**src/rtl/npu_argmax_unit.sv**
```systemverilog
// Streaming arg-max unit: reduces each frame of NUM_CLASSES scores, delivered
// LANES per beat, to a winning class index and score held in a one-entry
// valid/ready result register. Ties resolve to the lowest class index.
module npu_argmax_unit #(
  parameter int DATA_W      = 8,
  parameter int LANES       = 4,
  parameter int NUM_CLASSES = 10,
  parameter int SIGNED      = 1,
  localparam int CLS_W      = (NUM_CLASSES > 1) ? $clog2(NUM_CLASSES) : 1
) (
  input  logic                    CLKEXT,
  input  logic                    RST_GLO_N,
  input  logic                    EN_COMP,
  input  logic                    CLR_COMP,
  input  logic                    IN_VALID,
  input  logic [LANES*DATA_W-1:0] IN_DATA,
  input  logic                    OUT_READY,
  output logic                    OUT_VALID,
  output logic [CLS_W-1:0]        OUT_CLASS,
  output logic [DATA_W-1:0]       OUT_SCORE,
  output logic                    OVERRUN,
  output logic [7:0]              FRAME_CNT,
  output logic                    BUSY
);

  localparam int BEATS = (NUM_CLASSES + LANES - 1) / LANES;
  localparam int BI_W  = (BEATS > 1) ? $clog2(BEATS) : 1;

  logic [BI_W-1:0]   beat_idx_q,  beat_idx_d;
  logic [DATA_W-1:0] run_score_q, run_score_d;
  logic [CLS_W-1:0]  run_class_q, run_class_d;
  logic              out_valid_q, out_valid_d;
  logic [CLS_W-1:0]  out_class_q, out_class_d;
  logic [DATA_W-1:0] out_score_q, out_score_d;
  logic              overrun_q,   overrun_d;
  logic [7:0]        frame_cnt_q, frame_cnt_d;

  logic [DATA_W-1:0] bw_score;
  logic [CLS_W-1:0]  bw_class;
  logic [DATA_W-1:0] mg_score;
  logic [CLS_W-1:0]  mg_class;
  logic              last_beat;

  // Strict greater-than in the configured number representation
  function automatic logic score_gt(input logic [DATA_W-1:0] a,
                                    input logic [DATA_W-1:0] b);
    if (SIGNED != 0) score_gt = ($signed(a) > $signed(b));
    else             score_gt = (a > b);
  endfunction

  // Beat winner: scan lanes upward, replace only on strictly greater, skip padding
  always_comb begin
    bw_score = IN_DATA[DATA_W-1:0];
    bw_class = CLS_W'(int'(beat_idx_q) * LANES);
    for (int k = 1; k < LANES; k++) begin
      if (((int'(beat_idx_q) * LANES + k) < NUM_CLASSES) &&
          score_gt(IN_DATA[k*DATA_W +: DATA_W], bw_score)) begin
        bw_score = IN_DATA[k*DATA_W +: DATA_W];
        bw_class = CLS_W'(int'(beat_idx_q) * LANES + k);
      end
    end
  end

  // Merge beat winner into running max; beat 0 starts a fresh frame
  always_comb begin
    last_beat = (beat_idx_q == BI_W'(BEATS - 1));
    if ((beat_idx_q == '0) || score_gt(bw_score, run_score_q)) begin
      mg_score = bw_score;
      mg_class = bw_class;
    end else begin
      mg_score = run_score_q;
      mg_class = run_class_q;
    end
  end

  // Next-state: freeze, clear, then beat accept / frame completion / handshake
  always_comb begin
    beat_idx_d  = beat_idx_q;
    run_score_d = run_score_q;
    run_class_d = run_class_q;
    out_valid_d = out_valid_q;
    out_class_d = out_class_q;
    out_score_d = out_score_q;
    overrun_d   = overrun_q;
    frame_cnt_d = frame_cnt_q;
    if (EN_COMP) begin
      if (CLR_COMP) begin
        beat_idx_d  = '0;
        run_score_d = '0;
        run_class_d = '0;
        out_valid_d = 1'b0;
        out_class_d = '0;
        out_score_d = '0;
        overrun_d   = 1'b0;
        frame_cnt_d = 8'd0;
      end else begin
        if (out_valid_q && OUT_READY) out_valid_d = 1'b0;
        if (IN_VALID) begin
          run_score_d = mg_score;
          run_class_d = mg_class;
          if (last_beat) begin
            beat_idx_d  = '0;
            frame_cnt_d = frame_cnt_q + 8'd1;
            // Result slot is free if empty or draining this very cycle
            if (!out_valid_q || OUT_READY) begin
              out_valid_d = 1'b1;
              out_class_d = mg_class;
              out_score_d = mg_score;
            end else begin
              overrun_d = 1'b1;
            end
          end else begin
            beat_idx_d = beat_idx_q + BI_W'(1);
          end
        end
      end
    end
  end

  // State register; async reset drops any partial frame at once
  always_ff @(posedge CLKEXT or negedge RST_GLO_N) begin
    if (!RST_GLO_N) begin
      beat_idx_q  <= '0;
      run_score_q <= '0;
      run_class_q <= '0;
      out_valid_q <= 1'b0;
      out_class_q <= '0;
      out_score_q <= '0;
      overrun_q   <= 1'b0;
      frame_cnt_q <= 8'd0;
    end else begin
      beat_idx_q  <= beat_idx_d;
      run_score_q <= run_score_d;
      run_class_q <= run_class_d;
      out_valid_q <= out_valid_d;
      out_class_q <= out_class_d;
      out_score_q <= out_score_d;
      overrun_q   <= overrun_d;
      frame_cnt_q <= frame_cnt_d;
    end
  end

  assign OUT_VALID = out_valid_q;
  assign OUT_CLASS = out_class_q;
  assign OUT_SCORE = out_score_q;
  assign OVERRUN   = overrun_q;
  assign FRAME_CNT = frame_cnt_q;
  assign BUSY      = (beat_idx_q != '0);

endmodule

```
**config.mk**
```make
export PLATFORM = sky130hd
export DESIGN_NAME = npu_argmax_unit
export DESIGN_NICKNAME = d
export VERILOG_FILES = /design/src/rtl/npu_argmax_unit.sv
export SDC_FILE = /design/constraint.sdc
export NUM_CORES = 1
export LEC_CHECK = 0
export ABC_AREA = 1
export CORE_AREA = 4 4 100 102
export DETAILED_ROUTE_END_ITERATION = 7
export DIE_AREA = 0 0 104 106
export GPL_TIMING_DRIVEN = 0
export HOLD_SLACK_MARGIN = 0.02
export PLACE_DENSITY = 0.6
export RECOVER_POWER = 50
export SLEW_MARGIN = 40
export SYNTH_ARGS = -nofsm -noshare
export SYNTH_HDL_FRONTEND = slang
export SYNTH_SLANG_ARGS = --single-unit
```
**constraint.sdc**
```tcl
create_clock -name CLKEXT -period 10.9 [get_ports CLKEXT]
set_clock_uncertainty 0.2 [all_clocks]
set_input_delay 1.635 -clock CLKEXT [delete_from_list [all_inputs] [get_ports CLKEXT]]
set_output_delay 1.635 -clock CLKEXT [all_outputs]
set_load 0.02 [all_outputs]
```
# Yosys cells after proc, flatten, opt, wreduce, memory -nomap -nowiden
# Cells that the tools add are included.
[classes] eq_ne=2 add_sub_neg=5 reduce_logical=16 n_mux=35 n_lt_le_gt_ge=7
[op_table] operator="8-bit two-way mux" count=13
[op_table] operator="32-bit by 5-bit less-than comparator with 1-bit output, second input constant" count=3
[op_table] operator="4-bit two-way mux" count=10
[op_table] operator="8-bit greater-than comparator" count=4
[op_table] operator="4-bit by 2-bit adder with 5-bit output, second input constant" count=2
[op_table] operator="1-bit two-way mux" count=9
[op_table] operator="8-bit by 1-bit adder with 8-bit output, second input constant" count=1
[op_table] operator="4-bit AND reduction" count=2
[op_table] operator="2-bit nonzero test" count=4
[op_table] operator="2-bit two-way mux" count=3
[op_table] operator="4-bit by 1-bit adder with 5-bit output, second input constant" count=1
[op_table] operator="1-bit logical AND" count=4
[op_table] operator="3-bit AND reduction" count=1
[op_table] operator="2-bit by 1-bit adder with 2-bit output, second input constant" count=1
[op_table] operator="2-bit == test, second input constant" count=1
[op_table] operator="2-bit zero test" count=1
[op_table] operator="1-bit logical OR" count=2
[op_table] operator="2-bit != test, second input constant" count=1
[op_table] operator="2-bit AND reduction" count=1
[op_table] operator="1-bit zero test" count=1
[totals] in_bits=38 reg_bits=36 wordCells=73

# Depth between registers and ports, before layout
# Gate-level depths: netlist of run 1.
[depth] word_depth=17 depth_mapped=52 depth_no_buf=50

# Least setup slack after synthesis of run 1
# No wires, ideal clock.
[synth_path] path_kind="input port to flip-flop" from="input IN_DATA[7]" to="register out_score_q[3], in the netlist OUT_SCORE[3]" n_path_buf=3 cell_stages=45 setup_slack_ps=4202 arrival_ps=6381 cell_sequence="inv_1 -> ha_1 -> a21o_1 -> nor2_4 -> nand3_4 -> nand3_4 -> nand2_2 -> nand2_1 -> inv_1 -> ha_1 -> nand2_1 -> nor2_1 -> nand4_1 -> nand2_1 -> a21oi_1 -> nand2_2 -> buf_4 -> inv_1 -> [9 not listed] -> nand2_1 -> nand2_1 -> buf_4 -> nand3_2 -> nand2_1 -> ha_1 -> a21oi_1 -> o21a_1 -> nand2_1 -> nand2_1 -> o21ai_0 -> nand2_1 -> nand2_1 -> buf_2 -> o21ai_0 -> inv_1 -> nand3_1 -> nand2_1"
[synth_via] elab_chain_cells=16
[synth_rtl] element="start: declaration" line="16" text="input logic [LANES*DATA_W-1:0] IN_DATA,"
[synth_rtl] element="8-bit greater-than comparator" line="47" text="if (SIGNED != 0) score_gt = ($signed(a) > $signed(b));"
[synth_rtl] element="1-bit logical AND" line="56" text="if (((int'(beat_idx_q) * LANES + k) < NUM_CLASSES) &&"
[synth_rtl] element="8-bit two-way mux *" line="56"
[synth_rtl] element="8-bit greater-than comparator" line="47"
[synth_rtl] element="1-bit logical AND" line="56"
[synth_rtl] element="8-bit two-way mux *" line="56"
[synth_rtl] element="8-bit greater-than comparator" line="47"
[synth_rtl] element="1-bit logical AND" line="56"
[synth_rtl] element="8-bit two-way mux *" line="56"
[synth_rtl] element="8-bit greater-than comparator" line="47"
[synth_rtl] element="1-bit logical OR" line="67" text="if ((beat_idx_q == '0) || score_gt(bw_score, run_score_q)) begin"
[synth_rtl] element="8-bit two-way mux *" line="67"
[synth_rtl] element="8-bit two-way mux *" line="105" text="if (!out_valid_q || OUT_READY) begin"
[synth_rtl] element="8-bit two-way mux *" line="101" text="if (last_beat) begin"
[synth_rtl] element="8-bit two-way mux *" line="98" text="if (IN_VALID) begin"
[synth_rtl] element="8-bit two-way mux *" line="87" text="if (CLR_COMP) begin"
[synth_rtl] element="end signal: assignment" line="137" text="out_score_q <= out_score_d;"
[synth_rtl] element="end: declaration" line="34" text="logic [DATA_W-1:0] out_score_q, out_score_d;"
# Mark *: on every way between the ends. The rest lies on a longest branch, timed or not. The select of a mux whose other input is x is not followed.
# A chain may end at the register's enable or synchronous reset.

# Final worst setup path of run 1
[layout_path] from="input IN_DATA[7]" to="register run_class_q[0]"
[layout_via] elab_chain_cells=14 word_cells_on_any_way=17
[layout_rtl] element="8-bit greater-than comparator" line="47"
[layout_rtl] element="1-bit logical AND" line="56"
[layout_rtl] element="8-bit two-way mux" line="56"
[layout_rtl] element="8-bit greater-than comparator" line="47"
[layout_rtl] element="1-bit logical AND" line="56"
[layout_rtl] element="8-bit two-way mux" line="56"
[layout_rtl] element="8-bit greater-than comparator" line="47"
[layout_rtl] element="1-bit logical AND" line="56"
[layout_rtl] element="8-bit two-way mux" line="56"
[layout_rtl] element="8-bit greater-than comparator" line="47"
[layout_rtl] element="1-bit logical OR" line="67"
[layout_rtl] element="4-bit two-way mux *" line="67"
[layout_rtl] element="4-bit two-way mux *" line="98"
[layout_rtl] element="4-bit two-way mux *" line="87"
[layout_rtl] element="end signal: assignment" line="134" text="run_class_q <= run_class_d;"
[layout_rtl] element="end: declaration" line="31" text="logic [CLS_W-1:0] run_class_q, run_class_d;"
# Marks and branches as above.

==> results of run 1 <==
[metal layers]
metal,share of wire [%],global-route usage (%)
met5,0,0
met2,47,24.33
met1,48,18.60
met4,1.4,3.799
met3,4.3,2.125
[placed cells by master, fill, tap and decap left out, types with 3 or more instances in the layout]
master | netlist | routed
sky130_fd_sc_hd__a21oi_1 | 20 | 20
sky130_fd_sc_hd__and3_1 | 3 | 3
sky130_fd_sc_hd__buf_4 | 3 | 3
sky130_fd_sc_hd__clkbuf_1 | 3 | 5
sky130_fd_sc_hd__clkbuf_8 | 0 | 5
sky130_fd_sc_hd__clkdlybuf4s50_1 | 0 | 50
sky130_fd_sc_hd__dfrtp_1 | 36 | 36
sky130_fd_sc_hd__dlygate4sd3_1 | 0 | 9
sky130_fd_sc_hd__ha_1 | 33 | 33
sky130_fd_sc_hd__inv_1 | 62 | 62
sky130_fd_sc_hd__nand2_1 | 114 | 114
sky130_fd_sc_hd__nand2_2 | 11 | 11
sky130_fd_sc_hd__nand3_1 | 30 | 30
sky130_fd_sc_hd__nand3_2 | 24 | 24
sky130_fd_sc_hd__nand4_1 | 12 | 12
sky130_fd_sc_hd__nor2_1 | 9 | 9
sky130_fd_sc_hd__nor3_1 | 5 | 6
sky130_fd_sc_hd__o21ai_0 | 22 | 23
sky130_fd_sc_hd__or2_2 | 7 | 7
[cells by family (layout without fill, tap and decap cells)]
family	Yosys count	count (layout)
fa+ha+maj	33	33
compound gates	51	51
flops	36	36
buf+inv	72	141
xor+xnor	1	1
simple gates	226	226
[sequential cells by signal (all words and copies together), names as in the netlist]
name         cells
FRAME_CNT        8
OUT_SCORE        8
run_score_q      8
OUT_CLASS        4
run_class_q      4
beat_idx_q       2
OUT_VALID        1
OVERRUN          1
[worst max-delay path, delay by kind of cell]
kind	cells	cell delay [ps]
simple gates	28	2610
buf+inv	8	1400
fa+ha+maj	4	1120
compound gates	6	1060
[cells in the mapped netlist]
cell type / n
sky130_fd_sc_hd__a21oi_1: 20
sky130_fd_sc_hd__or2_2: 7
sky130_fd_sc_hd__o21a_1: 2
sky130_fd_sc_hd__nor3_1: 5
sky130_fd_sc_hd__nor3_2: 2
sky130_fd_sc_hd__o211ai_1: 2
sky130_fd_sc_hd__nand3_4: 2
sky130_fd_sc_hd__buf_6: 1
sky130_fd_sc_hd__o21ai_2: 1
sky130_fd_sc_hd__a22oi_2: 1
sky130_fd_sc_hd__xor2_1: 1
sky130_fd_sc_hd__clkbuf_1: 3
sky130_fd_sc_hd__inv_1: 62
sky130_fd_sc_hd__o31ai_1: 1
sky130_fd_sc_hd__a21o_1: 1
sky130_fd_sc_hd__nand4_1: 12
sky130_fd_sc_hd__nand2_4: 2
sky130_fd_sc_hd__nor2_1: 9
sky130_fd_sc_hd__buf_4: 3
sky130_fd_sc_hd__nand2_1: 114
sky130_fd_sc_hd__dfrtp_1: 36
sky130_fd_sc_hd__nand3_2: 24
sky130_fd_sc_hd__and2_1: 2
sky130_fd_sc_hd__nand2_2: 11
sky130_fd_sc_hd__ha_1: 33
sky130_fd_sc_hd__inv_2: 1
sky130_fd_sc_hd__nor2_4: 1
sky130_fd_sc_hd__and3_1: 3
sky130_fd_sc_hd__o21ai_0: 22
sky130_fd_sc_hd__buf_2: 1
sky130_fd_sc_hd__a211oi_1: 1
sky130_fd_sc_hd__nor2_2: 2
sky130_fd_sc_hd__clkbuf_4: 1
sky130_fd_sc_hd__nand3_1: 30
[metrics by stage]
| step | power [uW] | area, um2 |
|---|---|---|
| floorplan | 538.3 | 3098 |
| global placement | 675.0 | 3837 |
| detailed placement | 690.7 | 3860 |
| CTS | 810.8 | 3971 |
| global route | 880.2 | 3938 |
| finish | 798.0 | 3938 |
[report_power, final]
part | leakage (uW) | switching (uW) | total (uW) | internal [uW]
sequential | 0.000479 | 28.7 | 206 | 177
combinational | 0.00156 | 281 | 473 | 192
clock | 0.0000541 | 51.4 | 119 | 67.7
[worst max path at each step]
stage                          start             end  depth (start not counted)
after floorplan           IN_DATA[7]    OUT_SCORE[3]                         45
after global placement    IN_DATA[7]    OUT_CLASS[0]                         47
after detailed placement  IN_DATA[7]    OUT_CLASS[0]                         46
after CTS                 IN_DATA[7]  run_class_q[0]                         46
after global routing      IN_DATA[7]  run_class_q[0]                         46
final                     IN_DATA[7]  run_class_q[0]                         46
[layout make-up]
type                    instances  area (um2)  share of cell area (%)
plain buffers                   9       57.56                   1.462
inverters                      63       236.5                   6.006
repair buffers                 61       598.1                   15.19
well taps                     111       138.9                   3.527
clock inverters                 3       42.54                   1.080
clock buffers                   5       68.82                   1.748
flip-flops and latches         36       900.9                   22.88
multi-input cells             311        1894                   48.11
==> results.md, run 1 <==
Status
• **status** completed

CTS
• **clock slew at the register clock pins of the worst setup and hold paths** 70 ps
• **buffers inserted by post-CTS timing repair** 0
• **post-cts repair resize count** 0
• **# hold bufs at CTS** 0
• **TritonCTS clock tree** built
• **clock tree root driver cell** sky130_fd_sc_hd__clkbuf_8
• **sinks on the clock net** 36
• **H-tree level count** 2
• **Clk Latency, worst-skew pair** 300 ps
• **buffers from clock root to sink, at most** 2
• **number of buffers added by the clock tree synthesis step** 5

Global route
• **wire length of the first global-routing pass** 13210 um
• **number of antenna violations at the first check in global routing** 0
• **sum of overflow across all layers after global routing** 0
• **number of global-route vias before repair** 2893
• **global-route usage over all layers** 14.16%
• **largest net degree at the start of global routing** 24

Setup path
• **CP peak stage delay** 500 ps
• **required time reported for the critical path endpoint** 10880 ps
• **setup slack, reg-to-reg** 4950 ps
• **cell occurring most often along the worst timing path** sky130_fd_sc_hd__nand2_1
• **worst reg2reg path startpoint** beat_idx_q[1]
• **Crit Reg-Reg Endpoint** run_class_q[0]
• **endpoint class of the critical path** flop
• **cell count of the worst reg-to-reg path** 41
• **largest driver fanout on the critical path** 10
• **arrival time at the worst endpoint** 7830 ps
• **classification of the worst setup path** primary input to flop
• **launching element type of the critical path** primary input
• **critical path's slowest cell** sky130_fd_sc_hd__clkdlybuf4s50_1

Placement
• **global placer's final weighted congestion** 0.8186
• **HPWL after DPL** 6462 um
• **Placed Cells incl. Taps** 591
• **worst-case setup slack after placement** 2691 ps
• **number of I/O port buffers** 60

STA
• **slack of the critical path** 3049 ps
• **hold violation total from the final report** 0
• **final-layout worst hold slack** 277.1 ps
• **Least-Margin Pin Slew** 1300 ps
• **clock period minus final worst setup slack** 7851 ps
• **fin crit share** 72.03%
• **summed negative setup slack over all endpoints** 0 ps
• **Peak Freq** 0.1274 GHz
• **Setup Viol. Count Final** 0
• **total count of max-transition violations in the final report** 0
• **setup repair after global routing missed its margin** no
• **tightest slew margin relative to the limit** 13.36%

Synthesis
• **fraction of the mapped netlist area in compound gates** 9.168%
• **number of instances in the synthesized netlist** 419
• **average cell area after synthesis** 7.394 um2
• **sequential share of the synthesized area** 29.08%
• **Cell variety after synth** 34
• **share of the synthesized netlist area taken by xor and xnor gates** 0.2827%
• **proportion of netlist area held by the largest area contributor** 29.08%
• **dominant combinational cell family by area after synthesis** simple AND/OR/NAND/NOR gates
• **Synth Net Count** 490
• **cell taking the most area after synthesis** sky130_fd_sc_hd__dfrtp_1
• **Syn. warnings** 0
• **synthesis-stage register bit count** 36
• **main area contributors after synthesis** sky130_fd_sc_hd__dfrtp_1 (29%), sky130_fd_sc_hd__nand2_1 (14%), sky130_fd_sc_hd__ha_1 (13%), sky130_fd_sc_hd__nand3_2 (7.8%), sky130_fd_sc_hd__inv_1 (7.5%)
• **fraction of synthesized area in multiplexers** 0%
• **post-synthesis adder-cell area fraction** 13.33%
• **post-synthesis simple-gate area fraction** 38.65%
• **area of the mapped netlist** 3098 um2

Floorplan
• **die area** 11020 um2
• **Chip Width** 104 um
• **IO Pins** 61
• **Std-Cell Core Area** 9109 um2
• **Std-Cell Rows** 35
• **initial core utilization** 34.01%
• **Chip Height** 106 um

Cells and area
• **NumNets Final** 558
• **ant diodes** 0
• **Layout Area Growth over Synthesis** 27.10%
• **fraction of final layout cells with drive strength greater than 1** 13.52%
• **# fillers** 945
• **non-filler instance count after layout** 599
• **final cell utilization of the core** 43.23%

Route
• **final routed DRC violation total** 0
• **violation count after the first detailed-route iteration** 85
• **routed via count divided by cell count** 4.786
• **number of search-and-repair iterations in the first detailed-routing pass** 4
• **DRT Wirelength** 7613 um
• **DR vias** 2867
• **detail-routed net length per standard cell** 12.71 um
• **antenna viol nets, final** 0

Worst hold path
• **hold path startpoint** OUT_CLASS[3]
• **class of the worst hold path** flop to flop
• **end point of the most critical hold path** OUT_CLASS[3]
• **worst hold stages** 2

Pwr
• **Pwr Density** 202.7 nW/um2
• **IR Drop Worst-Case VDD** 0.05215 mV
• **Leak** 0.002093 uW

Job
• **number of maximum-capacitance violations** 0

(Power assumes the default switching activity.)
==> run 2, diff against run 1 <==
==> constraint.sdc (replaced) <==
create_clock -name CLKEXT -period 7.4 [get_ports CLKEXT]
set_clock_uncertainty 0.2 [all_clocks]
set_input_delay 1.11 -clock CLKEXT [delete_from_list [all_inputs] [get_ports CLKEXT]]
set_output_delay 1.11 -clock CLKEXT [all_outputs]
set_load 0.02 [all_outputs]
==> results.md, run 2 (same netlist as run 1, synthesis figures left out) <==
Status
• **status** completed, unchanged

Global route
• **sum of overflow across all layers after global routing** 0, unchanged
• **number of global-route vias before repair** 2893, unchanged
• **largest net degree at the start of global routing** 24, unchanged
• **number of antenna violations at the first check in global routing** 0, unchanged
• **global-route usage over all layers** 14.16%, unchanged
• **wire length of the first global-routing pass** 13210 um, unchanged

Setup path
• **endpoint class of the critical path** flop, unchanged
• **critical path's slowest cell** sky130_fd_sc_hd__clkdlybuf4s50_1, unchanged
• **required time reported for the critical path endpoint** 7380 ps, was 10880 ps
• **CP peak stage delay** 500 ps, about the same
• **cell count of the worst reg-to-reg path** 43, was 41
• **Crit Reg-Reg Endpoint** run_class_q[0], unchanged
• **cell occurring most often along the worst timing path** sky130_fd_sc_hd__nand2_1, unchanged
• **classification of the worst setup path** primary input to flop, unchanged
• **launching element type of the critical path** primary input, unchanged
• **largest driver fanout on the critical path** 10, unchanged
• **setup slack, reg-to-reg** 1930 ps, was 4950 ps
• **arrival time at the worst endpoint** 6860 ps, was 7830 ps
• **worst reg2reg path startpoint** beat_idx_q[1], unchanged

Pwr
• **Leak** 0.002155 uW, was 0.002093 uW
• **IR Drop Worst-Case VDD** 0.08038 mV, was 0.05215 mV
• **Pwr Density** 300.9 nW/um2, was 202.7 nW/um2
• **power consumption** 1228 uW, was 798.0 uW

CTS
• **Clk Latency, worst-skew pair** 290 ps, was 300 ps
• **TritonCTS clock tree** built, unchanged
• **H-tree level count** 2, unchanged
• **# hold bufs at CTS** 0, unchanged
• **clock tree root driver cell** sky130_fd_sc_hd__clkbuf_8, unchanged
• **clock slew at the register clock pins of the worst setup and hold paths** 70 ps, about the same
• **sinks on the clock net** 36, unchanged
• **buffers from clock root to sink, at most** 2, unchanged
• **number of buffers added by the clock tree synthesis step** 5, unchanged

STA
• **Setup Viol. Count Final** 0, unchanged
• **tightest slew margin relative to the limit** 14.11%, was 13.36%
• **slack of the critical path** 523.2 ps, was 3049 ps
• **clock period minus final worst setup slack** 6877 ps
• **setup repair after global routing missed its margin** yes, was no
• **final-layout worst hold slack** 274.3 ps, was 277.1 ps
• **total count of max-transition violations in the final report** 0, unchanged
• **hold violation total from the final report** 0, unchanged
• **fin crit share** 92.93%
• **summed negative setup slack over all endpoints** 0 ps, unchanged
• **Peak Freq** 0.1454 GHz
• **Least-Margin Pin Slew** 1288 ps, was 1300 ps

Route
• **violation count after the first detailed-route iteration** 112, was 85
• **final routed DRC violation total** 0, unchanged
• **routed via count divided by cell count** 4.786, about the same
• **antenna viol nets, final** 0, unchanged
• **DR vias** 2924, was 2867
• **number of search-and-repair iterations in the first detailed-routing pass** 4, unchanged
• **DRT Wirelength** 7880 um, was 7613 um
• **detail-routed net length per standard cell** 12.90 um, was 12.71 um

Floorplan
• **die area** 11020 um2, unchanged
• **IO Pins** 61, unchanged
• **Std-Cell Rows** 35, unchanged
• **Std-Cell Core Area** 9109 um2, unchanged
• **Chip Height** 106 um, unchanged
• **initial core utilization** 34.01%, unchanged
• **Chip Width** 104 um, unchanged

Worst hold path
• **worst hold stages** 2, unchanged
• **class of the worst hold path** flop to flop, unchanged
• **hold path startpoint** run_class_q[3], was OUT_CLASS[3]
• **end point of the most critical hold path** run_class_q[3], was OUT_CLASS[3]

Cells and area
• **fraction of final layout cells with drive strength greater than 1** 17.00%, was 13.52%
• **# fillers** 931, was 945
• **ant diodes** 0, unchanged
• **NumNets Final** 570, was 558
• **register cell area after layout** 900.9 um2, unchanged
• **post-route cell area** 4083 um2, was 3938 um2
• **Layout Area Growth over Synthesis** 31.79%, was 27.10%
• **most common cell after layout, fill and taps aside** sky130_fd_sc_hd__nand2_1, unchanged
• **area occupied by multi-input gates** 1947 um2, was 1894 um2
• **commonest cells after routing, fill and taps aside** sky130_fd_sc_hd__nand2_1 (113), sky130_fd_sc_hd__inv_1 (61), sky130_fd_sc_hd__clkdlybuf4s50_1 (52), sky130_fd_sc_hd__dfrtp_1 (36), sky130_fd_sc_hd__ha_1 (32), was sky130_fd_sc_hd__nand2_1 (114), sky130_fd_sc_hd__inv_1 (62), sky130_fd_sc_hd__clkdlybuf4s50_1 (50), sky130_fd_sc_hd__dfrtp_1 (36), sky130_fd_sc_hd__ha_1 (33)

Job
• **number of maximum-capacitance violations** 0, unchanged

Placement
• **worst-case setup slack after placement** -284.3 ps, was 2691 ps
• **Placement Cell Area** 3860 um2, unchanged
• **number of I/O port buffers** 60, unchanged
• **HPWL after DPL** 6462 um, unchanged
• **global placer's final weighted congestion** 0.8186, unchanged

-- run 2: report_power, final --
| group | internal [uW] | switching (uW) |
|---|---|---|
| logic | 316 | 433 |
| registers | 261 | 42.1 |
| clock network | 99.7 | 75.7 |
| total | 677 | 551 |
-- run 2: per-stage QoR --
stage | instances | util, %
global placement | 590 | 42.13
floorplan | 419 | -
CTS | 599 | 43.60
global route | 611 | 44.82
detailed placement | 591 | 42.38
finish | 611 | 44.82
-- run 2: worst max-delay path by stage --
stage               start             end  slack [ps]  cells after the start
5_1_grt        IN_DATA[7]    OUT_SCORE[7]         -10                     43
3_5_place_dp   IN_DATA[7]    OUT_CLASS[0]        -280                     46
6_report       IN_DATA[7]  run_class_q[0]         520                     48
4_1_cts        IN_DATA[7]  run_class_q[0]          10                     46
3_3_place_gp   IN_DATA[7]    OUT_CLASS[0]        -140                     47
2_1_floorplan  IN_DATA[7]    OUT_SCORE[3]        1230                     45
-- run 2: routing by layer --
metal / vias up / global-route usage, % / wire length (um)
li1: 1537 / - / -
met1: 1311 / 18.60 / 3718
met2: 65 / 24.33 / 3657
met3: 11 / 2.125 / 359
met4: 0 / 3.799 / 145
met5: - / 0 / 0
-- run 2: layout make-up --
class | count | area share (%)
flip-flops and latches | 36 | 22.07
repair buffers | 71 | 16.49
well taps | 111 | 3.402
multi-input cells | 313 | 47.69
clock buffers | 5 | 1.686
clock inverters | 3 | 1.042
inverters | 63 | 5.792
plain buffers | 9 | 1.839
-- run 2: worst max-delay path, delay by kind of cell --
family	cells	cell delay, ps
compound gates	6	730
fa+ha+maj	4	1030
buf+inv	9	1430
simple gates	29	2560
-- run 2: timing repair --
action                                  in CTS  in global routing
setup buffers                                0                 10
gates resized for setup                      0                 17
endpoints found under the setup margin       0                 24
==> run 3, diff against run 2 <==
--- a/config.mk
+++ b/config.mk
@@ -6,9 +6,9 @@
 export NUM_CORES = 1
 export LEC_CHECK = 0
 export ABC_AREA = 1
-export CORE_AREA = 4 4 100 102
+export CORE_AREA = 5 5 101 103
 export DETAILED_ROUTE_END_ITERATION = 7
-export DIE_AREA = 0 0 104 106
+export DIE_AREA = 0 0 106 108
 export GPL_TIMING_DRIVEN = 0
 export HOLD_SLACK_MARGIN = 0.02
 export PLACE_DENSITY = 0.6
@@ -17,3 +17,4 @@
 export SYNTH_ARGS = -nofsm -noshare
 export SYNTH_HDL_FRONTEND = slang
 export SYNTH_SLANG_ARGS = --single-unit
+export TNS_END_PERCENT = 1
==> results.md, run 3 (same netlist as run 1, synthesis figures left out) <==
Status
• **status** completed, unchanged

CTS
• **TritonCTS clock tree** built, unchanged
• **number of buffers added by the clock tree synthesis step** 5, unchanged
• **sinks on the clock net** 36, unchanged
• **H-tree level count** 2, unchanged
• **Clk Latency, worst-skew pair** 290 ps, about the same
• **clock slew at the register clock pins of the worst setup and hold paths** 70 ps, about the same
• **clock tree root driver cell** sky130_fd_sc_hd__clkbuf_8, unchanged
• **buffers from clock root to sink, at most** 2, unchanged

Cells and area
• **NumNets Final** 571, was 570
• **ant diodes** 0, unchanged
• **post-route cell area** 4099 um2, was 4083 um2
• **most common cell after layout, fill and taps aside** sky130_fd_sc_hd__nand2_1, unchanged
• **commonest cells after routing, fill and taps aside** sky130_fd_sc_hd__nand2_1 (113), sky130_fd_sc_hd__inv_1 (61), sky130_fd_sc_hd__clkdlybuf4s50_1 (57), sky130_fd_sc_hd__dfrtp_1 (36), sky130_fd_sc_hd__ha_1 (31), was sky130_fd_sc_hd__nand2_1 (113), sky130_fd_sc_hd__inv_1 (61), sky130_fd_sc_hd__clkdlybuf4s50_1 (52), sky130_fd_sc_hd__dfrtp_1 (36), sky130_fd_sc_hd__ha_1 (32)
• **final cell utilization of the core** 45.00%, was 44.82%
• **Layout Area Growth over Synthesis** 32.31%, was 31.79%
• **fraction of final layout cells with drive strength greater than 1** 17.60%, was 17.00%

Pwr
• **IR Drop Worst-Case VDD** 0.08751 mV, was 0.08038 mV
• **Pwr Density** 302.3 nW/um2, was 300.9 nW/um2
• **Leak** 0.002147 uW, was 0.002155 uW

Route
• **antenna viol nets, final** 0, unchanged
• **DRT Wirelength** 8091 um, was 7880 um
• **routed via count divided by cell count** 4.917, was 4.786
• **final routed DRC violation total** 0, unchanged
• **highest metal layer used by the detailed router** met4, unchanged
• **routed length on met3** 413 um, was 359 um
• **number of search-and-repair iterations in the first detailed-routing pass** 4, unchanged
• **DR vias** 3004, was 2924
• **detail-routed net length per standard cell** 13.24 um, was 12.90 um
• **violation count after the first detailed-route iteration** 98, was 112
• **wire length on met1** 3689 um, was 3718 um
• **Met2 Routed Length** 3828 um, was 3657 um

Setup path
• **largest driver fanout on the critical path** 10, unchanged
• **endpoint class of the critical path** flop, unchanged
• **cell occurring most often along the worst timing path** sky130_fd_sc_hd__nand2_1, unchanged
• **kind of cell with the highest combined delay on the critical path** simple AND/OR/NAND/NOR gates, unchanged
• **required time reported for the critical path endpoint** 7430 ps, was 7380 ps
• **arrival time at the worst endpoint** 6940 ps, was 6860 ps
• **critical path's slowest cell** sky130_fd_sc_hd__clkdlybuf4s50_1, unchanged
• **buffering stage count on the worst path with inverters included** 10, was 9
• **CP peak stage delay** 490 ps, was 500 ps
• **launching element type of the critical path** primary input, unchanged
• **classification of the worst setup path** primary input to flop, unchanged

STA
• **tightest slew margin relative to the limit** 18.69%, was 14.11%
• **Setup Viol. Count Final** 0, unchanged
• **fin crit share** 93.41%, was 92.93%
• **total count of max-transition violations in the final report** 0, unchanged
• **clock period minus final worst setup slack** 6912 ps, was 6877 ps
• **hold violation total from the final report** 0, unchanged
• **Least-Margin Pin Slew** 1220 ps, was 1288 ps
• **Peak Freq** 0.1447 GHz, was 0.1454 GHz
• **slack of the critical path** 487.5 ps, was 523.2 ps
• **setup repair after global routing missed its margin** yes, unchanged

Global route
• **largest net degree at the start of global routing** 24, unchanged
• **sum of overflow across all layers after global routing** 0, unchanged
• **wire length of the first global-routing pass** 13470 um, was 13210 um
• **global-route usage over all layers** 14.29%, was 14.16%
• **number of antenna violations at the first check in global routing** 0, unchanged
• **number of global-route vias before repair** 2965, was 2893

Placement
• **Placement Cell Area** 3860 um2, unchanged
• **global placer's final weighted congestion** 0.8440, was 0.8186
• **number of I/O port buffers** 60, unchanged
• **worst-case setup slack after placement** -277.6 ps, was -284.3 ps
• **HPWL after DPL** 6677 um, was 6462 um

Floorplan
• **Std-Cell Rows** 35, unchanged
• **IO Pins** 61, unchanged
• **Std-Cell Core Area** 9109 um2, unchanged
• **die area** 11450 um2, was 11020 um2
• **Chip Width** 106 um, was 104 um
• **initial core utilization** 34.01%, unchanged
• **Chip Height** 108 um, was 106 um

Job
• **number of maximum-capacitance violations** 0, unchanged

Worst hold path
• **class of the worst hold path** flop to flop, unchanged

-- run 3: changes by cell type in the layout (fill, tap and decap cells not counted), moves of 2 or more --
cell	delta
sky130_fd_sc_hd__nand3_2	-2
sky130_fd_sc_hd__clkdlybuf4s50_1	+5
sky130_fd_sc_hd__o21ai_1	+3
sky130_fd_sc_hd__o21ai_0	-4
sky130_fd_sc_hd__clkbuf_8	+2
sky130_fd_sc_hd__dlygate4sd3_1	-5
-- run 3: metrics by stage --
stage	setup TNS [ps]	cells	total power [uW]	hold slack, ps
2_1_floorplan	0	419	792.9	243.9
3_3_place_gp	-607.6	590	994.6	256.5
3_5_place_dp	-4087	591	1024	269.1
4_1_cts	0	598	1182	287.2
5_1_grt	-148.4	611	1364	314.6
6_report	0	611	1239	280.0
-- run 3: worst paths after layout --
check	end	slack, ps	cells past startpoint	startpoint
max in group asynchronous	run_score_q[0]	4840	2	RST_GLO_N
hold / removal	OUT_CLASS[3]	280	2	OUT_CLASS[3]
setup reg to reg	OUT_SCORE[6]	1880	41	beat_idx_q[1]
min in group asynchronous	OUT_SCORE[3]	860	1	RST_GLO_N
hold reg to reg	OUT_CLASS[3]	280	2	OUT_CLASS[3]
setup / recovery	OUT_SCORE[6]	490	47	IN_DATA[5]
-- run 3: metal layers --
layer / up-vias / global-route usage (%)
li1: 1539 / -
met3: 13 / 2.567
met5: - / 0
met4: 0 / 4.255
met1: 1383 / 18.17
met2: 69 / 24.82
-- run 3: what timing repair did --
item | in CTS | in global routing
resized for setup | 0 | 22
hold buffers | 0 | 0
setup endpoints to repair | 0 | 24
setup buffers | 0 | 12
-- run 3: area by class of cell --
| class | count | area (um2) |
|---|---|---|
| repair buffers | 74 | 705.7 |
| fillers | 951 | 5010 |
| flip-flops and latches | 36 | 900.9 |
| inverters | 63 | 236.5 |
| well taps | 111 | 138.9 |
| plain buffers | 9 | 71.32 |
| multi-input cells | 311 | 1949 |
| clock buffers | 7 | 96.34 |
-- run 3: power breakdown --
group	total [uW]	internal [uW]	switching (uW)
clock network	154	83.0	70.7
registers	305	261	43.8
logic	780	335	446
total	1240	679	560
-- run 3: worst reg2reg max path, delay by kind of cell, from the launching register on --
family	cells	cell delay [ps]
adder cells (fa/ha/maj)	3	760
flip-flops	1	450
AND/OR/NAND/NOR	22	1860
AO/OA/AOI/OAI	7	920
buffers and inverters	9	1260
